===== src/rtl/uart_pkg.sv =====
// Shared UART constants and types used by the receive-path blocks.
package uart_pkg;

    localparam int unsigned UART_DATA_W        = 8;
    localparam int unsigned UART_RX_FIFO_DEPTH = 16;
    localparam int unsigned UART_OVR_CNT_W     = 8;

    typedef logic [UART_DATA_W-1:0] uart_byte_t;

endpackage


===== src/rtl/uart_fifo_mem.sv =====
// DEPTH x byte register array: synchronous write, asynchronous (show-ahead) read.
module uart_fifo_mem
    import uart_pkg::*;
#(
    parameter int unsigned DEPTH = UART_RX_FIFO_DEPTH,
    localparam int unsigned AW   = $clog2(DEPTH)
) (
    input  logic             clk,
    input  logic             i_we,
    input  logic [AW-1:0]    i_waddr,
    input  uart_byte_t       i_wdata,
    input  logic [AW-1:0]    i_raddr,
    output uart_byte_t       o_rdata
);

    uart_byte_t r_mem [DEPTH];

    always_ff @(posedge clk) begin
        if (i_we) begin
            r_mem[i_waddr] <= i_wdata;
        end
    end

    assign o_rdata = r_mem[i_raddr];

endmodule


===== src/rtl/uart_rx_fifo.sv =====
// Receive buffer: drains the UART receiver handshake into a byte FIFO with
// show-ahead pop, level/threshold flags and a sticky saturating overrun tracker.
module uart_rx_fifo
    import uart_pkg::*;
#(
    parameter int unsigned DEPTH = UART_RX_FIFO_DEPTH,
    localparam int unsigned AW   = $clog2(DEPTH)
) (
    input  logic                      clk,
    input  logic                      resetn,
    input  logic [UART_DATA_W-1:0]    rx_data,
    input  logic                      rx_valid,
    output logic                      rx_read,
    input  logic                      pop,
    output logic [UART_DATA_W-1:0]    pop_data,
    output logic                      empty,
    output logic                      full,
    output logic [AW:0]               level,
    input  logic [AW:0]               irq_thresh,
    output logic                      irq,
    output logic                      overrun,
    output logic [UART_OVR_CNT_W-1:0] overrun_cnt,
    input  logic                      overrun_clr,
    input  logic                      flush
);

    logic                      r_rx_read;
    logic [AW-1:0]             r_wr_ptr;
    logic [AW-1:0]             r_rd_ptr;
    logic [AW:0]               r_level;
    logic                      r_overrun;
    logic [UART_OVR_CNT_W-1:0] r_ovr_cnt;

    logic w_cap;
    logic w_empty;
    logic w_full;
    logic w_pop_eff;
    logic w_wr_eff;
    logic w_drop_full;

    assign w_empty = (r_level == '0);
    assign w_full  = (r_level == (AW+1)'(DEPTH));

    // The acknowledge cycle masks the still-high rx_valid so a byte is taken once.
    assign w_cap       = rx_valid & ~r_rx_read;
    assign w_pop_eff   = pop & ~w_empty & ~flush;
    assign w_wr_eff    = w_cap & (~w_full | w_pop_eff) & ~flush;
    assign w_drop_full = w_cap & ~flush & w_full & ~w_pop_eff;

    always_ff @(posedge clk or negedge resetn) begin
        if (!resetn) begin
            r_rx_read <= 1'b0;
            r_wr_ptr  <= '0;
            r_rd_ptr  <= '0;
            r_level   <= '0;
        end else begin
            r_rx_read <= w_cap;
            if (flush) begin
                r_wr_ptr <= '0;
                r_rd_ptr <= '0;
                r_level  <= '0;
            end else begin
                if (w_wr_eff) begin
                    r_wr_ptr <= r_wr_ptr + AW'(1);
                end
                if (w_pop_eff) begin
                    r_rd_ptr <= r_rd_ptr + AW'(1);
                end
                r_level <= r_level + (AW+1)'(w_wr_eff) - (AW+1)'(w_pop_eff);
            end
        end
    end

    // A drop in the same cycle as a clear wins and restarts the count at one.
    always_ff @(posedge clk or negedge resetn) begin
        if (!resetn) begin
            r_overrun <= 1'b0;
            r_ovr_cnt <= '0;
        end else if (w_drop_full) begin
            r_overrun <= 1'b1;
            if (overrun_clr) begin
                r_ovr_cnt <= UART_OVR_CNT_W'(1);
            end else if (r_ovr_cnt != '1) begin
                r_ovr_cnt <= r_ovr_cnt + UART_OVR_CNT_W'(1);
            end
        end else if (overrun_clr) begin
            r_overrun <= 1'b0;
            r_ovr_cnt <= '0;
        end
    end

    uart_fifo_mem #(
        .DEPTH (DEPTH)
    ) u_mem (
        .clk     (clk),
        .i_we    (w_wr_eff),
        .i_waddr (r_wr_ptr),
        .i_wdata (rx_data),
        .i_raddr (r_rd_ptr),
        .o_rdata (pop_data)
    );

    assign rx_read     = r_rx_read;
    assign empty       = w_empty;
    assign full        = w_full;
    assign level       = r_level;
    assign irq         = (irq_thresh != '0) && (r_level >= irq_thresh);
    assign overrun     = r_overrun;
    assign overrun_cnt = r_ovr_cnt;

endmodule


===== config.mk =====
export PLATFORM = sky130hd
export DESIGN_NAME = uart_rx_fifo
export DESIGN_NICKNAME = d
export VERILOG_FILES = /design/src/rtl/uart_pkg.sv /design/src/rtl/uart_fifo_mem.sv /design/src/rtl/uart_rx_fifo.sv
export SDC_FILE = /design/constraint.sdc
export NUM_CORES = 1
export LEC_CHECK = 0
export ABC_AREA = 1
export CAP_MARGIN = 30
export CORE_MARGIN = 2
export CORE_UTILIZATION = 55
export CTS_BUF_LIST = sky130_fd_sc_hd__clkbuf_4 sky130_fd_sc_hd__clkbuf_8 sky130_fd_sc_hd__clkbuf_16
export CTS_CLUSTER_SIZE = 20
export DETAILED_ROUTE_END_ITERATION = 12
export PLACE_DENSITY = 0.75
export SYNTH_ARGS = -nofsm -noshare
export SYNTH_HDL_FRONTEND = slang
export SYNTH_HIERARCHICAL = 1
export SYNTH_SLANG_ARGS = --single-unit
export TNS_END_PERCENT = 10

===== constraint.sdc =====
create_clock -name clk -period 3.6 [get_ports clk]
set_clock_uncertainty 0.05 [all_clocks]
set_input_delay 0.54 -clock clk [delete_from_list [all_inputs] [get_ports clk]]
set_output_delay 0.54 -clock clk [all_outputs]
set_load 0.01 [all_outputs]

==> results.sh <==
export IMPL_status="complete, no violations"
export IMPL_ys_ff_latch=151
export IMPL_row_count=41
export IMPL_num_vias=5196
export IMPL_fmax_ghz=0.321
export IMPL_regArea_um2=4420
export IMPL_hold_path_class="in -> async"
export IMPL_clock_tree_buffer_depth=2
export IMPL_r2r_start="level[2]"
export IMPL_nFillCells=1033
export IMPL_cts_setup_buffers=0
export IMPL_grt_pass1_wl_mm=25.3
export IMPL_synthFlopType="edfxtp_1"
export IMPL_grt_overflow_total=0
export IMPL_slowest_stage="clkdlybuf4s50_1"
export IMPL_synth_edff_count=128
export IMPL_finalSetupViolCount=0
export IMPL_cts_tree="done"
export IMPL_route_detailed_wl_per_inst_um=15.6
export IMPL_die_area_um2=14100
export IMPL_yosysWarnings=6
export IMPL_syn_avg_cell_area_um2=9.63
export IMPL_cts_buffers=17
export IMPL_final_nets=834
export IMPL_dieWidth_um=119
export IMPL_crit_top_cell="nand2_1"
export IMPL_ys_async_sr_fraction_pct=15.2
export IMPL_synth_area_leaders="edfxtp_1 53%, nand2_1 11%, nand3_1 8.4%, dfrtp_1 8.0%, inv_1 6.9%"
export IMPL_tightestPinTransition_ns=0.858
export IMPL_yosysMostFrequentCell="nand2_1"
export IMPL_grt_max_degree=54
export IMPL_drt_total_wl_mm=15.4
export IMPL_synth_fp_nets=784
export IMPL_power_per_cell_area_nw_per_um2=595
export IMPL_period_share_pct=86.5
export IMPL_dp_cells=953
export IMPL_tns_ns=0
export IMPL_start_util_pct=56.8
export IMPL_peakVddDrop_mv=0.395
export IMPL_rsz0062_at_grt="no"
export IMPL_synth_top_area_share_pct=53.2
export IMPL_worstPathCellList="inv_2, buf_4, nand2_1, nand2_1, nand2_1, nand3_1, nand3_1, nand2_1, clkdlybuf4s50_1"
export IMPL_reg2reg_depth=20
export IMPL_leakagePower_nw=3.70
export IMPL_cts_root_buf="clkbuf_16"
export IMPL_numPortBuffers=44
export IMPL_diodes=0
export IMPL_arrival_ns=2.52
export IMPL_drc=0
export IMPL_vias_per_cell=5.28
export IMPL_antenna_found_initial=0
export IMPL_place_gp_congestion=0.869
export IMPL_hold_buffers=0
export IMPL_grt_util_all_layers_pct=23.5
export IMPL_place_hpwl_mm=9.81
export IMPL_yosysUniqueCellTypes=31
export IMPL_endpoint_kind="output port"
export IMPL_critPathLaunch="r_rd_ptr[0]"
export IMPL_die_h_um=119
export IMPL_multi_input_area_um2=2110
export IMPL_syn_area_um2=7220
export IMPL_ys_seq_area_share_pct=61.2
export IMPL_stdcell_count=985
export IMPL_crit_required_ns=3.01
export IMPL_postRouteAntennaNets=0
export IMPL_clk_insertion_delay_late_ns=0.42
export IMPL_drt_initial_drc_count=493
export IMPL_min_period_ns=3.11
export IMPL_grt_pass1_vias=5170
export IMPL_path_class="reg -> out"
export IMPL_cp_start_kind="flop"
export IMPL_cts_resized=0
export IMPL_io_pins=45
export IMPL_yosysTopAreaCell="edfxtp_1"
export IMPL_first_pass_iters=5
export IMPL_path_max_fanout=36
export IMPL_syn_inst=750
export IMPL_drv_slew=0
export IMPL_cts_sinks=151
export IMPL_drive_gt1_share_pct=8.00
export IMPL_hold_viol=0
export IMPL_htree_levels=4
export IMPL_clk_pin_slew_worst_paths_ns=0.06
export IMPL_core_um2=12700
export IMPL_worst_hold_slack_ns=0.355
export IMPL_area_delta_synth_final_pct=16.3
export IMPL_ys_top_cells_by_count="218 x nand2_1, 133 x inv_1, 128 x edfxtp_1"
export IMPL_drv_cap=0
export IMPL_relSlewSlack_pct=42.6
export IMPL_worst_path_largest_cell_delay_ns=0.57
-- cell families (layout without fill, tap and decap cells) --
family | count (synthesis) | in the layout | share of synthesized area [%]
AO/OA/AOI/OAI | 13 | 13 | 1.04
AND/OR/NAND/NOR | 402 | 402 | 24.8
buffers and inverters | 163 | 226 | 9.56
flip-flops | 151 | 151 | 61.2
XOR/XNOR | 6 | 6 | 0.728
adder cells (fa/ha/maj) | 15 | 15 | 2.70
-- final timing paths --
path	slack, ns	to
max	0.49	pop_data[0]
min	0.36	overrun_cnt[0]
max reg2reg	0.59	level[4]
min reg2reg	0.44	overrun
max in group asynchronous	2.72	r_rd_ptr[0]
min in group clk	0.44	overrun
-- sequential cells by signal, summed over array words and instances (netlist names) --
name         count
u_mem/r_mem    128
overrun_cnt      8
level            5
r_rd_ptr         4
r_wr_ptr         4
overrun          1
rx_read          1
-- report_power, final --
group	internal [mW]	total (mW)	switching, mW
Sequential	1.95	2.03	0.0775
Clock	1.01	1.68	0.677
Combinational	0.497	1.29	0.789
-- critical path: cells and delay by family, from the launching register on --
kind,cells,cell delay (ns)
buffers and inverters,3,1.02
DFF,1,0.54
and+or+nand+nor,6,0.52
-- layer usage --
metal	part of all wire (%)	global-route usage, %	vias to the layer above
li1	-	-	2516
met1	41	28.5	2467
met2	51	40.6	185
met3	6.4	4.78	28
met4	2.4	10.2	0
met5	0	0	-
-- area by class of cell --
type,instances,area share (%)
well taps,172,2.56
clock inverters,15,1.64
multi-input cells,436,25.1
inverters,137,6.13
repair buffers,57,6.80
flip-flops and latches,151,52.7
clock buffers,17,5.07
-- placed cells by master, fill, tap and decap left out, types with 2 or more instances in the layout --
| cell | instances |
|---|---|
| nand2_1 | 218 |
| a21oi_1 | 4 |
| clkdlybuf4s50_1 | 44 |
| nand3_4 | 2 |
| nand3b_1 | 2 |
| nand3_1 | 121 |
| o21bai_1 | 2 |
| inv_1 | 133 |
| clkinvlp_4 | 4 |
| ha_1 | 14 |
| nor2_1 | 35 |
| xor2_1 | 4 |
| nor3_1 | 3 |
| inv_2 | 4 |
| edfxtp_1 | 128 |
| dfrtp_1 | 22 |
| nand4_1 | 6 |
| nand3_2 | 2 |
| buf_4 | 11 |
| clkbuf_16 | 17 |
| nor2_4 | 2 |
| nor2_2 | 3 |
| bufinv_16 | 2 |
| xnor2_1 | 2 |
| nand2_2 | 5 |
| o21ai_0 | 5 |
| clkinv_2 | 7 |
-- stage by stage --
step	power (mW)	utilization, %	instance area (um^2)	setup slack, ns
after floorplan	2.91	-	7220	0.850
after global placement	3.29	61.3	7800	0.402
after detailed placement	3.34	61.6	7830	0.264
after CTS	5.03	66.0	8390	0.463
after global routing	5.27	66.0	8390	0.234
final	5.00	66.0	8390	0.487
No activity file was read; power rests on OpenSTA's default activity.
